$ cat config.mk
export PLATFORM = sky130hd
export DESIGN_NAME = issue_hazard_ctrl
export DESIGN_NICKNAME = d
export VERILOG_FILES = /design/src/rtl/issue_hazard_ctrl.sv
export SDC_FILE = /design/constraint.sdc
export NUM_CORES = 1
export LEC_CHECK = 0
export CAP_MARGIN = 25
export CORE_UTILIZATION = 30
export DETAILED_ROUTE_END_ITERATION = 12
export SYNTH_ARGS = -nofsm -noshare
export SYNTH_HDL_FRONTEND = slang
export SYNTH_SLANG_ARGS = --single-unit
$ cat constraint.sdc
create_clock -name clk -period 5.73 [get_ports clk]
set_input_delay 1.719 -clock clk [delete_from_list [all_inputs] [get_ports clk]]
set_output_delay 1.719 -clock clk [all_outputs]
set_load 0.02 [all_outputs]
$ cat src/rtl/issue_hazard_ctrl.sv
// issue_hazard_ctrl: dual-issue ID->EX interlock for unforwardable EX results and intra-pair RAW splits
// Ports:
//   clk, rstn                 clock, asynchronous active-low reset
//   flush, pipe_stall         pipeline flush (wins) and downstream freeze
//   ID_valid_*, ID_rf_*       slot A/B decode info: sources, destinations, write enables
//   ID_long_*                 result only forwardable from WB (load/mul/div/csr)
//   ID_issue_a/b, ID_stall    combinational issue decisions and ID hold
//   ID_split                  slot A of the held pair has already issued
//   perf_hazard_cnt           saturating count of hazard stall cycles
module issue_hazard_ctrl (
    input  logic        clk,
    input  logic        rstn,
    input  logic        flush,
    input  logic        pipe_stall,
    input  logic        ID_valid_a,
    input  logic        ID_valid_b,
    input  logic [4:0]  ID_rf_raddr_a1,
    input  logic [4:0]  ID_rf_raddr_a2,
    input  logic [4:0]  ID_rf_raddr_b1,
    input  logic [4:0]  ID_rf_raddr_b2,
    input  logic        ID_rf_re_a1,
    input  logic        ID_rf_re_a2,
    input  logic        ID_rf_re_b1,
    input  logic        ID_rf_re_b2,
    input  logic [4:0]  ID_rf_waddr_a,
    input  logic [4:0]  ID_rf_waddr_b,
    input  logic        ID_rf_we_a,
    input  logic        ID_rf_we_b,
    input  logic        ID_long_a,
    input  logic        ID_long_b,
    output logic        ID_issue_a,
    output logic        ID_issue_b,
    output logic        ID_stall,
    output logic        ID_split,
    output logic [31:0] perf_hazard_cnt
);
    typedef enum logic {PAIR, B_ONLY} state_t;
    state_t      state;
    logic        ta_v, tb_v;
    logic [4:0]  ta_w, tb_w;
    logic [31:0] hazard_cnt;
    logic        haz_a, haz_b, dep_ba, hazard_cycle;

    // A source is blocked only by a long-latency producer still sitting in EX.
    function automatic logic src_haz(input logic re, input logic [4:0] r,
                                     input logic av, input logic [4:0] aw,
                                     input logic bv, input logic [4:0] bw);
        return re & (r != 5'd0) & ((av & (aw == r)) | (bv & (bw == r)));
    endfunction

    assign haz_a = ID_valid_a & (src_haz(ID_rf_re_a1, ID_rf_raddr_a1, ta_v, ta_w, tb_v, tb_w) |
                                 src_haz(ID_rf_re_a2, ID_rf_raddr_a2, ta_v, ta_w, tb_v, tb_w));
    assign haz_b = ID_valid_b & (src_haz(ID_rf_re_b1, ID_rf_raddr_b1, ta_v, ta_w, tb_v, tb_w) |
                                 src_haz(ID_rf_re_b2, ID_rf_raddr_b2, ta_v, ta_w, tb_v, tb_w));
    assign dep_ba = ID_valid_b & ID_rf_we_a &
                    ((ID_rf_re_b1 & (ID_rf_raddr_b1 == ID_rf_waddr_a) & (ID_rf_raddr_b1 != 5'd0)) |
                     (ID_rf_re_b2 & (ID_rf_raddr_b2 == ID_rf_waddr_a) & (ID_rf_raddr_b2 != 5'd0)));
    assign ID_split = (state == B_ONLY);
    assign perf_hazard_cnt = hazard_cnt;

    always_comb begin
        ID_issue_a = 1'b0;
        ID_issue_b = 1'b0;
        ID_stall = 1'b0;
        hazard_cycle = 1'b0;
        if (flush) begin
            ID_stall = 1'b0;
        end else if (pipe_stall) begin
            ID_stall = 1'b1;
        end else if (state == B_ONLY) begin
            // A already issued; it is now covered by T_a, so depBA no longer applies.
            ID_issue_b = ID_valid_b & ~haz_b;
            ID_stall = haz_b;
            hazard_cycle = haz_b;
        end else if (ID_valid_a) begin
            ID_issue_a = ~haz_a;
            ID_issue_b = ~haz_a & ~haz_b & ~dep_ba & ID_valid_b;
            ID_stall = haz_a | haz_b | dep_ba;
            hazard_cycle = ID_stall;
        end
    end

    always_ff @(posedge clk or negedge rstn) begin
        if (!rstn) begin
            state <= PAIR;
            ta_v <= 1'b0;
            tb_v <= 1'b0;
            ta_w <= 5'd0;
            tb_w <= 5'd0;
            hazard_cnt <= 32'd0;
        end else if (flush) begin
            state <= PAIR;
            ta_v <= 1'b0;
            tb_v <= 1'b0;
        end else if (!pipe_stall) begin
            // Stay/enter B_ONLY when holding the pair after A went (split) or while B waits.
            state <= (ID_stall & (ID_issue_a | (state == B_ONLY))) ? B_ONLY : PAIR;
            ta_v <= ID_issue_a & ID_rf_we_a & ID_long_a;
            tb_v <= ID_issue_b & ID_rf_we_b & ID_long_b;
            ta_w <= ID_rf_waddr_a;
            tb_w <= ID_rf_waddr_b;
            if (hazard_cycle && hazard_cnt != 32'hFFFF_FFFF)
                hazard_cnt <= hazard_cnt + 32'd1;
        end
    end
endmodule

==> summary.txt, run 1 <==
Placed design
  • Worst slack, placed: -355.0 ps
  • Post-Place Cells: 510
  • Placed cell area: 0.003925 mm2
  • RePlAce Congestion: 0.9178
  • Port Buffer Count: 79
  • Detailed placement HPWL: 5941 um

Clock network
  • Clock Latency Late Sink: 300 ps
  • Sinks on the clock net: 45
  • Hold Buf Count CTS: 0
  • H-tree depth: 2
  • Clock Tree Root: clkbuf_8
  • Setup Buffers After CTS: 0
  • CTS tree: done
  • Total CTS buffers: 5
  • Bufs on Longest Clock Path: 2
  • Reg clk slew, reported paths: 90 ps

STA
  • Part of the cycle the worst path needs: 0.9834
  • Post-route setup slack: 94.84 ps
  • Setup-failing EPs final: 0
  • Fin. max-slew vios: 0
  • Worst-Margin Slew: 597.8 ps
  • Slew margin rel.: 0.6014
  • Worst clock skew: 14.25 ps
  • Final hold slack: 504.6 ps
  • Post-Route Setup TNS: 0 ps
  • RSZ-0062 raised after global routing: yes
  • Highest clock rate: 0.1775 GHz
  • Final min period: 5635 ps
  • Hold Fails Final Rpt: 0

Final layout
  • Final Core Density: 0.4362
  • Footprint of the multi-input gates: 0.001658 mm2
  • Final std cells w/o fill: 518
  • Register area: 0.001126 mm2
  • Design area: 0.004030 mm2
  • Antenna cells: 0
  • Share of cells above drive strength 1: 0.1362
  • Layout net count: 433
  • Synth-to-layout area growth: 41.40%
  • Commonest non-fill, non-tap cell in the layout: clkdlybuf4s50_1
  • Leading cell types in the layout, fill and taps excluded: 75 x clkdlybuf4s50_1, 45 x dfrtp_1, 44 x xnor2_1
  • FILL cells: 905

Die
  • DIE WIDTH: 99.47 um
  • IO Pins: 80
  • Placeable core region: 0.009240 mm2
  • Die height: 99.47 um
  • Die ar.: 0.009894 mm2
  • # rows: 35
  • Initial Util: 0.3085

Worst setup path
  • Slowest stage cell, crit path: or4_1
  • Worst reg2reg path depth: 8
  • Worst-path fanout max: 2
  • Reg2reg end: perf_hazard_cnt[1]
  • FF-to-FF Start: perf_hazard_cnt[11]
  • Largest stage delay on the critical path: 520 ps
  • CP Launch Type: primary input
  • Register-to-register setup slack: 3220 ps
  • Setup crit start: ID_rf_raddr_b1[1]
  • CP endpoint kind: output pin
  • Crit Path Class: primary input to output pin
  • Critical path arrival: 3920 ps
  • Worst-path cell chain: clkdlybuf4s50_1 > or4_1 > o21a_1 > and3_1 > a211o_1 > a221oi_4 > o31ai_2 > buf_2
  • WP data required: 4010 ps

Synthesis
  • Sequential share of the synthesized area: 0.3951
  • Synth warnings: 0
  • Mapped Area: 0.002850 mm2
  • Post-synthesis register bit count: 45
  • Syn Area/Cell: 9.761 um2
  • Synth unique cells: 34
  • Syn Inst Count: 292
  • Syn_nets: 337

Pwr
  • Worst IR drop on VDD: 0.00009321 V
  • Total Power: 716.4 uW
  • Pleak: 1.707 nW
  • PwrDens: 177.8 mW/mm2

Min path
  • Worst Hold End: perf_hazard_cnt[26]
  • Hold Path Depth: 1
  • HP Class: register to register
  • Worst hold start: perf_hazard_cnt[26]

Global route
  • First-pass GRT wire length: 13070 um
  • Vias in the first global route: 2519
  • Gr usage total: 0.1677
  • Largest net degree at the start of global routing: 46
  • Total gr overflow: 0
  • Initial antenna violation count: 0

Routing
  • Vias per cell: 4.770
  • Via count: 2471
  • Drt pass-1 iters: 4
  • Wire per inst: 15.17 um
  • DRC viols: 0
  • ANT nets after route: 0
  • Final WL: 7858 um
  • DRT iter0 DRCs: 73

Outcome
  • Status: finished clean

Run
  • Total of max-cap violations: 0
-- layout make-up --
type | instances | area share
inverters | 4 | 0.003726
flip-flops and latches | 45 | 0.2794
repair buffers | 105 | 0.2422
clock inverters | 3 | 0.006209
clock buffers | 5 | 0.01708
well taps | 129 | 0.04005
multi-input cells | 227 | 0.4114
-- power breakdown --
group,total (mW),switching [mW],internal [mW]
registers,0.357,0.0276,0.329
logic,0.152,0.0598,0.0923
clock network,0.208,0.120,0.0882
total,0.716,0.207,0.509
-- critical path, delay by kind of cell --
kind / cells / cell delay (ps)
AOI/OAI and AO/OA: 4 / 910
and+or+nand+nor: 2 / 680
buffers and inverters: 2 / 600
-- timing repair --
action,in CTS,in global routing
gates cloned,0,0
endpoints found under the setup margin,3,3
pin swaps,0,1
resized for setup,11,2
-- registers in the layout, summed over array words and instances, names as in the netlist --
name / flops
ID_split: 1
perf_hazard_cnt: 32
ta_v: 1
ta_w: 5
tb_v: 1
tb_w: 5
-- layer usage --
| layer | up-vias | wire length [um] | share of wire | GRT usage |
|---|---|---|---|---|
| li1 | 1221 | - | - | - |
| met1 | 1180 | 3651 | 0.46 | 0.2232 |
| met2 | 61 | 3655 | 0.47 | 0.2740 |
| met3 | 9 | 456 | 0.058 | 0.04076 |
| met4 | 0 | 93 | 0.012 | 0.04186 |
| met5 | - | 0 | 0 | 0 |
-- logic make-up (layout without fill, tap and decap cells) --
group           count (synthesis)  count (layout)  synth area share
xor+xnor                       81              81            0.2489
flops                          45              45            0.3951
compound gates                 18              18           0.05531
fa+ha+maj                       1               1          0.004389
mux                            11              11           0.04346
buf+inv                        20             117           0.03029
simple gates                  116             116            0.2226
-- cells in the mapped netlist --
cell type   n  area (um2)
o31ai_1     1       7.510
and4_1      4       35.03
xor2_1     37       324.1
nor2b_1     1       6.260
a211o_1     1       8.760
a221oi_1    1       8.760
or4_1       3       22.52
o31a_1      1       8.760
nor4bb_1    1       10.01
and3_1      9       56.30
nand2_1    19       71.32
mux2_2     11       123.9
clkbuf_1   11       41.29
o21a_1      4       30.03
o22ai_1     4       25.02
buf_2       3       15.01
nor3_1     21       105.1
xnor2_1    44       385.4
ha_1        1       12.51
a22oi_1     1       7.510
nor2_1     11       41.29
a221oi_4    1       26.28
buf_4       2       15.01
inv_1       4       15.01
nor3b_1     6       45.04
dfrtp_1    45        1126
nor4_1      7       43.79
nand3_1    12       60.06
or3_1       1       6.260
a32o_1      3       30.03
nand2b_1    1       6.260
o21ai_1     1       5.000
and2_1      2       12.51
nand4_1    18       112.6
-- worst max-delay path by stage --
stage                 endpoint  slack (ps)
finish                ID_stall          90
global placement    ID_issue_b        -350
global route        ID_issue_b         -20
detailed placement  ID_issue_b        -360
floorplan             ID_stall         510
CTS                   ID_stall          30
Power figures use the tool's default switching activity.
==> run 2, diff against run 1 <==
Settings changed: CAP_MARGIN 25 to 0, TNS_END_PERCENT from default to 1.
==> summary.txt, run 2 (same netlist as run 1, synthesis figures left out) <==
Routing
  • Via count: 2464 (-0.28%)
  • DRT iter0 DRCs: 90 (+23%)
  • Vias per cell: 4.757 (-0.28%)
  • DRC viols: 0 (unchanged)
  • Final WL: 7843 um (-0.19%)
  • ANT nets after route: 0 (unchanged)
  • Drt pass-1 iters: 4 (unchanged)
  • Wire per inst: 15.14 um (-0.19%)

Clock network
  • Clock Tree Root: clkbuf_8
  • Sinks on the clock net: 45 (unchanged)
  • Total CTS buffers: 5 (unchanged)
  • H-tree depth: 2 (unchanged)
  • Reg clk slew, reported paths: 90 ps (about the same)
  • Hold Buf Count CTS: 0 (unchanged)
  • Bufs on Longest Clock Path: 2 (unchanged)
  • CTS tree: done
  • Clock Latency Late Sink: 300 ps (about the same)

Global route
  • Vias in the first global route: 2502 (-0.67%)
  • Met1 usage: 0.2228 (-0.0004429)
  • Initial antenna violation count: 0 (unchanged)
  • Gr usage total: 0.1669 (-0.0007539)
  • Largest net degree at the start of global routing: 46 (unchanged)
  • Total gr overflow: 0 (unchanged)
  • First-pass GRT wire length: 13000 um (-0.53%)
  • M2 GR Usage: 0.2719 (-0.002137)
  • Met3 usage: 0.04076 (unchanged)
  • Top Usage Layer GRT: met2

Final layout
  • Share of cells above drive strength 1: 0.1337 (-0.002571)
  • Leading cell types in the layout, fill and taps excluded: 75 x clkdlybuf4s50_1, 45 x dfrtp_1, 44 x xnor2_1
  • Antenna cells: 0 (unchanged)
  • Design area: 0.004025 mm2 (-0.12%)
  • Synth-to-layout area growth: 41.22%
  • Commonest non-fill, non-tap cell in the layout: clkdlybuf4s50_1
  • Final Core Density: 0.4356 (-0.0005410)
  • Max FFs per register: 32 (unchanged)
  • Final std cells w/o fill: 518 (unchanged)
  • Layout net count: 433 (unchanged)

STA
  • Post-Route Setup TNS: 0 ps (unchanged)
  • RSZ-0062 raised after global routing: yes
  • Hold Fails Final Rpt: 0 (unchanged)
  • Worst clock skew: 14.25 ps (unchanged)
  • Fin. max-slew vios: 0 (unchanged)
  • Worst-Margin Slew: 594.2 ps (-3.615 ps)
  • Part of the cycle the worst path needs: 0.9822 (-0.001261)
  • Setup-failing EPs final: 0 (unchanged)
  • Post-route setup slack: 102.1 ps (+7.226 ps)
  • Slew margin rel.: 0.6039 (+0.002410)
  • Final min period: 5628 ps (-7.226 ps)
  • Highest clock rate: 0.1777 GHz (+0.13%)

Worst setup path
  • Critical Path End: ID_stall
  • Largest stage delay on the critical path: 520 ps (about the same)
  • Setup crit start: ID_rf_raddr_b1[1]
  • Worst-path fanout max: 2 (unchanged)
  • CP Launch Type: primary input
  • Critical path arrival: 3910 ps (about the same)
  • FF-to-FF Start: perf_hazard_cnt[11]
  • WP data required: 4010 ps (about the same)
  • Worst-path cell chain: clkdlybuf4s50_1 > or4_1 > o21a_1 > and3_1 > a211o_1 > a221oi_4 > o31ai_1 > clkbuf_2
  • CP endpoint kind: output pin
  • Slowest stage cell, crit path: or4_1
  • Register-to-register setup slack: 3220 ps (about the same)
  • Reg2reg end: perf_hazard_cnt[1]
  • Crit Path Class: primary input to output pin
  • Worst reg2reg path depth: 8 (unchanged)

Die
  • Die ar.: 0.009894 mm2 (unchanged)
  • Initial Util: 0.3085 (unchanged)
  • DIE WIDTH: 99.47 um (unchanged)
  • # rows: 35 (unchanged)
  • Die height: 99.47 um (unchanged)
  • Placeable core region: 0.009240 mm2 (unchanged)
  • IO Pins: 80 (unchanged)

Placed design
  • Worst slack, placed: -355.0 ps (unchanged)
  • Post-Place Cells: 510 (unchanged)
  • Detailed placement HPWL: 5941 um (unchanged)
  • Port Buffer Count: 79 (unchanged)
  • RePlAce Congestion: 0.9178 (unchanged)
  • Placed cell area: 0.003925 mm2 (unchanged)

Pwr
  • Worst IR drop on VDD: 0.00009321 V (about the same)
  • PwrDens: 178.0 mW/mm2 (+0.13%)
  • Pleak: 1.706 nW (about the same)

Run
  • Total of max-cap violations: 0 (unchanged)

Min path
  • Worst hold start: perf_hazard_cnt[26]
  • HP Class: register to register

Outcome
  • Status: finished clean
[run 2: cell types whose count changed in the layout (fill, tap and decap cells not counted), sizes merged]
cell,previous run,this run
buf,28,27
clkbuf,5,6
[run 2: report_power, final]
group	total (mW)	switching, mW	internal (mW)
Combinational	0.152	0.0596	0.0922
Sequential	0.357	0.0276	0.329
Clock	0.208	0.120	0.0882
Total	0.716	0.207	0.509
[run 2: worst min path at each step]
| stage | to | depth (start not counted) |
|---|---|---|
| after floorplan | ta_v | 1 |
| after detailed placement | perf_hazard_cnt[26] | 1 |
| after CTS | perf_hazard_cnt[26] | 1 |
| after global placement | perf_hazard_cnt[24] | 1 |
| final | perf_hazard_cnt[26] | 1 |
| after global routing | perf_hazard_cnt[26] | 1 |
[run 2: cell type report]
class                   count  area, um2
well taps                 129      161.4
multi-input cells         227       1653
repair buffers            105      975.9
inverters                   4      15.01
flip-flops and latches     45       1126
clock inverters             3      25.02
fillers                   906       5215
clock buffers               5      68.82
[run 2: layer usage]
metal | part of all wire | wire length [um]
met1 | 0.47 | 3650
met2 | 0.46 | 3643
met3 | 0.058 | 456
met4 | 0.012 | 93
met5 | 0 | 0
[run 2: critical path: cells and delay by family]
family | cells | cell delay, ps
simple gates | 2 | 680
buf+inv | 2 | 600
compound gates | 4 | 900
[run 2: timing repair]
item,4_1_cts,5_1_grt
endpoints found under the setup margin,3,3
pin swaps,0,0
buffers inserted,0,0
hold endpoints to repair,0,0
cloned,0,0
resized for setup,7,4
[run 2: stage by stage]
step | hold slack [ps] | power (mW)
detailed placement | 491.2 | 0.5149
CTS | 504.1 | 0.7247
global placement | 482.5 | 0.5143
floorplan | 528.2 | 0.4389
global route | 518.0 | 0.7553
finish | 502.3 | 0.7165
==> run 3, diff against run 2 <==
Settings changed: ABC_AREA from default to 1.
==> summary.txt, run 3 <==
Synthesis
  • Synth top area cells: dfrtp_1 32%, nand2_1 26%, nor2_1 7.6%
  • Leading cell type by number of instances after synthesis: nand2_1
  • Synth Area in Simple Gates: 0.4651 (+0.2425)
  • Syn_nets: 614 (+82%)
  • Synth warnings: 0 (unchanged)
  • Main synth FF type: dfrtp_1
  • Syn Inst Count: 569 (+95%)
  • Post-synthesis register bit count: 45 (unchanged)
  • EDFF count, synth: 0 (unchanged)
  • Largest family of logic cells by synthesized area: simple AND/OR/NAND/NOR gates
  • Xor/xnor share of the synthesized area: 0.1018 (-0.1471)
  • Sequential share of the synthesized area: 0.3193 (-0.07582)
  • Post-Synth Adder-Cell Area: 0.003547 (-0.0008425)
  • Complex-gate fraction of the synthesized area: 0.03689 (-0.01842)
  • Most frequent cells after synthesis: 240 x nand2_1, 71 x nor2_1, 52 x nand3_1, 46 x inv_1, 45 x dfrtp_1
  • Syn Area/Cell: 6.199 um2 (-36%)
  • Mapped Area: 0.003527 mm2 (+24%)
  • Synth unique cells: 26 (-24%)
  • Ys async rst share: 1.000 (unchanged)
  • Post-synthesis mux area share: 0 (-0.04346)
  • Top cell type's share of synthesized area: 0.3193 (-0.07582)
  • Area leader, netlist: dfrtp_1

Final layout
  • Synth-to-layout area growth: 30.93%
  • Final Core Density: 0.4044 (-0.03116)
  • Max FFs per register: 32 (unchanged)
  • Design area: 0.004618 mm2 (+15%)
  • Commonest non-fill, non-tap cell in the layout: nand2_1
  • FILL cells: 1222 (+35%)
  • Final std cells w/o fill: 790 (+53%)
  • Antenna cells: 0 (unchanged)
  • Leading cell types in the layout, fill and taps excluded: 240 x nand2_1, 74 x clkdlybuf4s50_1, 71 x nor2_1
  • Layout net count: 691 (+60%)
  • Register area: 0.001126 mm2 (unchanged)
  • Footprint of the multi-input gates: 0.002142 mm2 (+30%)
  • Share of cells above drive strength 1: 0.03091 (-0.1028)

Global route
  • Gr usage total: 0.1926 (+0.02563)
  • Initial antenna violation count: 0 (unchanged)
  • Vias in the first global route: 3717 (+49%)
  • Total gr overflow: 0 (unchanged)
  • First-pass GRT wire length: 18880 um (+45%)
  • Largest net degree at the start of global routing: 46 (unchanged)

STA
  • Part of the cycle the worst path needs: 0.9359 (-0.04630)
  • Worst clock skew: 10.99 ps (-3.257 ps)
  • Final min period: 5363 ps (-265.3 ps)
  • Final hold slack: 550.0 ps (+47.72 ps)
  • Post-Route Setup TNS: 0 ps (unchanged)
  • Highest clock rate: 0.1865 GHz (+4.9%)
  • Post-route setup slack: 367.4 ps (+265.3 ps)
  • Setup-failing EPs final: 0 (unchanged)
  • Hold Fails Final Rpt: 0 (unchanged)
  • RSZ-0062 raised after global routing: no
  • Worst-Margin Slew: 1076 ps (+481.3 ps)
  • Fin. max-slew vios: 0 (unchanged)
  • Slew margin rel.: 0.2830 (-0.3209)

Placed design
  • Port Buffer Count: 79 (unchanged)
  • Post-Place Cells: 782 (+53%)
  • Detailed placement HPWL: 8708 um (+47%)
  • Placed cell area: 0.004436 mm2 (+13%)
  • RePlAce Congestion: 0.8983 (-2.1%)
  • Worst slack, placed: 16.25 ps (+371.3 ps)

Min path
  • Worst Hold End: perf_hazard_cnt[27]
  • Worst hold start: perf_hazard_cnt[27]
  • HP Class: register to register
  • Hold Path Depth: 2 (+1)

Worst setup path
  • Slowest stage cell, crit path: clkdlybuf4s50_1
  • CP endpoint kind: output pin
  • Register-to-register setup slack: 2790 ps (-430 ps)
  • Reg2reg end: perf_hazard_cnt[2]
  • WP data required: 4010 ps (about the same)
  • Critical path arrival: 3640 ps (-270 ps)
  • Worst-path cell chain: clkdlybuf4s50_1 > inv_1 > o21ai_0 > nor2_1 > nand3_1 > nand2_1 > nand2_1 > nand4_1 > inv_1 > clkdlybuf4s50_1
  • Largest stage delay on the critical path: 600 ps (+80 ps)
  • Worst-path fanout max: 3 (+1)
  • FF-to-FF Start: tb_w[0]
  • Crit Path Class: primary input to output pin
  • CP Launch Type: primary input
  • Worst reg2reg path depth: 15 (+7)

Clock network
  • H-tree depth: 2 (unchanged)
  • Hold Buf Count CTS: 0 (unchanged)
  • CTS tree: done
  • Clock Latency Late Sink: 290 ps (about the same)
  • Bufs on Longest Clock Path: 2 (unchanged)
  • Clock Tree Root: clkbuf_16
  • Sinks on the clock net: 45 (unchanged)
  • Total CTS buffers: 5 (unchanged)
  • Reg clk slew, reported paths: 60 ps (-30 ps)

Outcome
  • Status: finished clean

Die
  • Initial Util: 0.3089 (+0.0004345)
  • Die height: 110.4 um (+11%)
  • IO Pins: 80 (unchanged)
  • Die ar.: 0.01219 mm2 (+23%)
  • # rows: 39 (+11%)
  • DIE WIDTH: 110.4 um (+11%)
  • Placeable core region: 0.01142 mm2 (+24%)

Routing
  • DRT iter0 DRCs: 201 (+120%)
  • DRC viols: 0 (unchanged)
  • Vias per cell: 4.830 (+1.5%)
  • Wire per inst: 14.69 um (-3.0%)
  • Final WL: 11610 um (+48%)
  • Drt pass-1 iters: 4 (unchanged)
  • ANT nets after route: 0 (unchanged)
  • Via count: 3816 (+55%)

Pwr
  • PwrDens: 181.4 mW/mm2 (+1.9%)
  • Pleak: 2.301 nW (+35%)
  • Total Power: 837.5 uW (+17%)
  • Worst IR drop on VDD: 0.0001237 V (+33%)

Run
  • Total of max-cap violations: 0 (unchanged)
## run 3: final cells by class
type / count / area share
Clock inverter: 1 / 0.006502
Clock buffer: 7 / 0.03089
Timing Repair Buffer: 81 / 0.1756
Sequential cell: 45 / 0.2438
Tap cell: 143 / 0.03874
Inverter: 50 / 0.04064
Multi-Input combinational cell: 463 / 0.4638
## run 3: logic make-up after synthesis
family	Yosys count
compound gates	24
simple gates	397
flops	45
fa+ha+maj	1
buf+inv	61
xor+xnor	41
## run 3: worst max-delay path by stage
stage	start	to	slack, ps	cells after the start
after floorplan	ID_rf_raddr_b1[4]	ID_issue_b	1150	8
after global placement	ID_rf_raddr_b2[0]	ID_stall	-40	16
after detailed placement	ID_rf_raddr_b2[0]	ID_stall	20	16
after CTS	ID_rf_raddr_b2[0]	ID_stall	7	16
after global routing	ID_rf_raddr_b1[3]	ID_stall	200	16
final	ID_rf_raddr_a1[3]	ID_issue_a	370	10
## run 3: critical path, delay by kind of cell
family                 cells  cell delay (ps)
and+or+nand+nor            5              500
AOI/OAI and AO/OA          1              140
buffers and inverters      4             1280
## run 3: per-layer routing
layer	global-route usage	up-vias	routed length, um
met5	0	-	0
met4	0.07733	0	297
met3	0.03403	18	538
met2	0.3238	103	5517
met1	0.2433	1754	5254
li1	-	1941	-
## run 3: what timing repair did
item	CTS	global route
resized for setup	0	4
setup endpoints to repair	0	2
hold endpoints to repair	0	0
buffers inserted	0	0
## run 3: power breakdown
part	switching, mW	internal, mW	total (mW)
sequential	0.0188	0.328	0.346
combinational	0.0862	0.0609	0.147
clock	0.126	0.218	0.344
total	0.231	0.607	0.838
